--- config.mk ---
export PLATFORM = sky130hd
export DESIGN_NAME = serial_full_subtractor
export DESIGN_NICKNAME = d
export VERILOG_FILES = /design/src/rtl/serial_full_subtractor.sv
export SDC_FILE = /design/constraint.sdc
export NUM_CORES = 1
export LEC_CHECK = 0
export ABC_AREA = 1
export CORE_MARGIN = 2
export CORE_UTILIZATION = 56
export DETAILED_ROUTE_END_ITERATION = 7
export DONT_BUFFER_PORTS = 1
export GPL_ROUTABILITY_DRIVEN = 0
export PLACE_DENSITY = 0.74
export SETUP_SLACK_MARGIN = 0.3
export SYNTH_ARGS = -nofsm -noshare
export SYNTH_HDL_FRONTEND = slang
export SYNTH_SLANG_ARGS = --single-unit
--- constraint.sdc ---
create_clock -name clk -period 1.2 [get_ports clk]
set_input_delay 0.24 -clock clk [delete_from_list [all_inputs] [get_ports clk]]
set_output_delay 0.24 -clock clk [all_outputs]
set_load 0.02 [all_outputs]
--- src/rtl/serial_full_subtractor.sv ---
// Bit-serial WIDTH-bit subtractor: diff = a - b - bin, one bit per clock, LSB first.
// A 1-bit full-subtractor cell feeds a borrow flip-flop; a small IDLE/RUN/DONE
// controller provides a start/done handshake toward a controlling FSM.
module serial_full_subtractor #(
    parameter int WIDTH = 8
) (
    input  logic             clk,
    input  logic             rst_n,
    input  logic             start,
    input  logic [WIDTH-1:0] a,
    input  logic [WIDTH-1:0] b,
    input  logic             bin,
    output logic             busy,
    output logic             done,
    output logic [WIDTH-1:0] diff,
    output logic             bout
);

    localparam int CW = (WIDTH > 1) ? $clog2(WIDTH) : 1;
    localparam logic [CW-1:0] LAST_BIT = CW'(WIDTH - 1);

    typedef enum logic [1:0] {
        IDLE = 2'd0,
        RUN  = 2'd1,
        DONE = 2'd2
    } state_t;

    state_t           state_q;
    logic [WIDTH-1:0] shA_q;
    logic [WIDTH-1:0] shB_q;
    logic [WIDTH-1:0] result_q;
    logic [WIDTH-1:0] diff_q;
    logic [CW-1:0]    cnt_q;
    logic             borrow_q;
    logic             busy_q;
    logic             done_q;
    logic             bout_q;

    logic             diffBit_d;
    logic             borrow_d;
    logic [WIDTH-1:0] result_d;

    // Full-subtractor cell on the current LSBs and the stored borrow.
    always_comb begin
        diffBit_d = shA_q[0] ^ shB_q[0] ^ borrow_q;
        borrow_d  = (~shA_q[0] & shB_q[0]) | (~(shA_q[0] ^ shB_q[0]) & borrow_q);
        result_d  = {diffBit_d, result_q[WIDTH-1:1]};
    end

    // Controller, shift registers, borrow flip-flop and registered outputs.
    always_ff @(posedge clk or negedge rst_n) begin
        if (!rst_n) begin
            state_q  <= IDLE;
            shA_q    <= '0;
            shB_q    <= '0;
            result_q <= '0;
            diff_q   <= '0;
            cnt_q    <= '0;
            borrow_q <= 1'b0;
            busy_q   <= 1'b0;
            done_q   <= 1'b0;
            bout_q   <= 1'b0;
        end else begin
            case (state_q)
                IDLE, DONE: begin
                    done_q <= 1'b0;
                    if (start) begin
                        shA_q    <= a;
                        shB_q    <= b;
                        borrow_q <= bin;
                        result_q <= '0;
                        cnt_q    <= '0;
                        busy_q   <= 1'b1;
                        state_q  <= RUN;
                    end else begin
                        busy_q  <= 1'b0;
                        state_q <= IDLE;
                    end
                end
                RUN: begin
                    shA_q    <= {1'b0, shA_q[WIDTH-1:1]};
                    shB_q    <= {1'b0, shB_q[WIDTH-1:1]};
                    result_q <= result_d;
                    borrow_q <= borrow_d;
                    cnt_q    <= cnt_q + 1'b1;
                    if (cnt_q == LAST_BIT) begin
                        diff_q  <= result_d;
                        bout_q  <= borrow_d;
                        busy_q  <= 1'b0;
                        done_q  <= 1'b1;
                        state_q <= DONE;
                    end
                end
                default: begin
                    busy_q  <= 1'b0;
                    done_q  <= 1'b0;
                    state_q <= IDLE;
                end
            endcase
        end
    end

    assign busy = busy_q;
    assign done = done_q;
    assign diff = diff_q;
    assign bout = bout_q;

endmodule

* After elaboration in Yosys (flattened, before gate mapping)
Index checks and enable logic that the tools add are counted.
Operators by class: bitwise operators 7, reduce and logical (&&, ||, !) cells 5, eq/ne operators 5, add/sub/neg operators 1, multiplexer cells 18
Operators by type and width (number):
- $pmux 8 s2 | 3
- $mux 8 | 3
- $mux 1 | 6
- $pmux 3 s2 | 1
- $ne 2x2->1 const B | 2
- $pmux 1 s2 | 2
- $pmux 2 s2 | 1
- $reduce_and 2->1 | 2
- $add 3x1->3 const B | 1
- $eq 3x3->1 const B | 1
- $mux 3 | 1
- $and 1x1->1 | 2
- $eq 2x1->1 const B | 1
- $eq 2x2->1 const B | 1
- $logic_not 2->1 | 1
- $mux 2 | 1
- $not 1->1 | 2
- $reduce_bool 2->1 | 1
- $reduce_or 2->1 | 1
- $xor 1x1->1 | 2
- $or 1x1->1 | 1
Storage, ports and cells: word-level logic and storage cells 46, output and inout bits 11, register bits after elaboration 41, input bits 20

* Longest topological paths before layout
word-level depth 5, gate-level depth with buffers 8, mapped depth without buffers 7

* Least setup slack after synthesis
OpenSTA, ideal clock, no wires.
path kind flip-flop to flip-flop, start reg cnt_q[0], end reg bout_q, in the netlist bout, cell stages (with the launch flop) 7, setup time 0.074 ns, data arrival time 1.163 ns, setup slack -0.037 ns, path through dfrtp_1 > ha_1 > ha_1 > nand2_4 > buf_6 > nand2_1 > o21ai_2
Between the ends: cells in the longest elaborated chain, start to end 2
RTL lines:
- from (decl) | line 33 | logic [CW-1:0] cnt_q;
- from (signal assigned) | line 85 | cnt_q <= cnt_q + 1'b1;
- $eq 3x3->1 | line 86 | if (cnt_q == LAST_BIT) begin
- $reduce_and 2->1 (no source line)
- to (signal assigned) | line 88 | bout_q <= borrow_d;
- to (decl) | line 37 | logic bout_q;
Every way passes these cells. A chain may end at the register's enable or synchronous reset.

* Worst setup path after layout
start reg borrow_q, end reg result_q[7]
Between the ends: cells in the longest elaborated chain, start to end 2
RTL lines:
- from (decl) | line 34 | logic borrow_q;
- from (signal assigned) | line 70 | borrow_q <= bin;
- from (signal assigned) | line 84 | borrow_q <= borrow_d;
- $xor 1x1->1 | line 45 | diffBit_d = shA_q[0] ^ shB_q[0] ^ borrow_q;
- named net diffBit_d | line 39 | logic diffBit_d;
- $pmux 8 s2 | line 64 | case (state_q)
- to (signal assigned) | line 83 | result_q <= result_d;
- to (decl) | line 31 | logic [WIDTH-1:0] result_q;
The timed path passes the listed nets, and every way through them passes these cells.

==> metrics <==
TritonCTS clock tree done; Post-Route WL 5747 µm; Post-DP HPWL 2437 µm; RSZ-0062 raised after global routing true; pre-CTS WS -0.01324 ns; port bufs 0; dominant cell type by area after synthesis dfrtp_1; Die X 61.93 µm; first-pass GRT wire length 7245 µm; Finished Core Util 79.73%; Slew HR 88.57%; fmax 794.6 MHz; grt ovf 0; core area 0.003284 mm²; top-area cell type share of the netlist area 51.93%; maxcap violations 0; Tot Pwr 8.124 mW; Final nets 277; cells on worst reg2reg path 4; Design Area, Final ~0.0026 mm²; Avg Inst Size Synth 8.390 µm²; Worst setup EP type flip-flop; post-synth cell types 20; detailed-route DRC error count 0; Die H 61.93 µm; Worst Tran Pin Value 0.1714 ns; worst setup margin -0.05857 ns; clock group share of total power 8.0%; first-pass detailed-route iteration total 5; routed via count 1,666; Root Driver clkbuf_4; htree depth 2; NetSw 3.757 mW; crit path time final 1.259 ns; top cells by area, synth dfrtp_1 (52%), nand2_1 (15%), inv_1 (8.2%), nand3_1 (7.7%), o21ai_2 (3.7%); Syn Nets 247; Mapped Cells 224; largest net degree at the start of global routing 40; CTS Buf Count 5; most common library cell in the layout ignoring fill and taps nand2_1; WL/cell 19.16 µm; cell internal pwr 4.367 mW; clk buf depth 2; Layout area overhead 39.35%; diode count 0; Final ANT Viol Nets 0; final worst-path cycle share 104.9%; clock latency on the worst-skew pair around 0.37 ns; Area after DPL 0.002047 mm²; Row Count 21; Fin. Hold Viols 39; most frequent cells in the layout nand2_1 (52), inv_1 (36), dfrtp_1 (27), o21ai_2 (17), buf_6 (16); initial drt markers between 200 and 250; DP Cell Count between 200 and 300; CP Launch Point borrow_q$_DFFE_PN0P_; Cell Count, Final, Fillers Out 300; worst hold slack -0.4610 ns; Total GRT Usage a little over a quarter; leak pwr 1.314 nW; Die Footprint 0.003835 mm²; crit start category flip-flop; Max Slew Vio Count 0; Final setup viols 6; PwrDens ~3100 mW/mm²; io pins 31; Peak VDD IR around 1.3 mV; Worst Skew 0.02443 ns; sw frac 46.24%; status finished, violations left; sequential share of power 33.2%; CP Data Required Time about 1.5 ns; share of post-route cells with drive strength above 1 46.85%; vias in the first global route 1,576; clock sink total 39; reg-to-reg critical path startpoint borrow_q$_DFFE_PN0P_; initial antenna violation count 0; Seq/Total Area, Yosys approximately half; synthesized area between 0.0015 and 0.002 mm²; combinational share of power between 50% and 60%; failing checks hold timing, setup timing; synth warn 0; Synth Register Bits 39; clock transition at the registers of the reported paths 0.12 ns; Via density about 5.6; setup_tns -0.1685 ns; Worst EP arrival 1.56 ns; crit-path max FO 2; initial core utilization 57.22%; Min-Delay Path Class input pin to asynchronous set/reset pin; Crit Path Class flip-flop to flip-flop
## path summary, 6_finish.rpt
check	endpoint	slack, ns
max in group asynchronous	diff[0]$_DFFE_PN0P_	1.54
min	shA_q[5]$_DFFE_PN0P_	-0.46
max reg2reg	result_q[7]$_DFFE_PN0P_	-0.06
min reg2reg	shA_q[1]$_DFFE_PN0P_	0.49
min in group clk	shA_q[1]$_DFFE_PN0P_	0.09
max	result_q[7]$_DFFE_PN0P_	-0.06
## worst max-delay path: stages, from the launching register on
cell and delay, ns:
dfrtp_1 0.40, inv_2 0.06, fa_2 0.60, nand2_1 0.05
o21ai_1 0.08
## area by class of cell
type,count,area [µm²]
fill,169,665.6
timing repair buffer,31,395.4
clock buffer,7,45.04
sequential,39,991.0
multi-input combinational,133,944.7
tap,46,57.56
inverter,44,185.2
## power by group through the flow
stage                     clock network, mW  logic, mW  registers [mW]
after CTS                             0.631       3.72            2.59
final                                 0.651       4.78            2.70
after floorplan                           0       2.22            2.44
after detailed placement                  0       2.76            2.54
after global placement                    0       2.68            2.52
after global routing                  0.692       5.16            2.75
## routing by layer
| metal | global-route usage (%) | vias to the layer above | wire (µm) |
|---|---|---|---|
| met2 | 43.01 | 82 | 2934 |
| met4 | 17.63 | 0 | 217 |
| met3 | 7.039 | 27 | 456 |
| met5 | 0 | - | 0 |
| li1 | - | 744 | - |
| met1 | 33.07 | 813 | 2138 |
## synthesized netlist by cell type
cell and instances:
nand2_2 1, inv_6 1, inv_4 1, dfrtp_1 39, nand2_1 74, o21ai_2 8
buf_2 3, ha_1 2, nand2_4 3, inv_2 1, nor2_4 1, o21ai_0 5
a21oi_1 1, o21ai_1 5, fa_1 1, buf_6 5, inv_1 41, nor2_1 2
nand3_1 29, buf_4 1
## registers in the layout (all words and copies together) (netlist names)
name	count
diff	8
bout	1
busy	1
borrow_q	1
shB_q	8
shA_q	8
cnt_q	3
done	1
result_q	7
state_q	1
## cell families (layout without fill, tap and decap cells)
logic type                 count (synthesis)  in the layout  share of synthesized area [%]
buffers and inverters                     53             82                          13.38
AOI/OAI and AO/OA                         19             19                          6.657
adders and majority gates                  3              3                          2.397
and+or+nand+nor                          110            111                          25.63
DFF                                       39             39                          51.93
## what timing repair did
item                                    4_1_cts  5_1_grt
buffers inserted                              5        5
resized for setup                            79       29
endpoints found under the setup margin       50       50
endpoints found under the hold margin        40       40
hold buffers                                  1        1
cloned                                        3        1
pin swaps                                    15       14
Power figures use the tool's default switching activity.
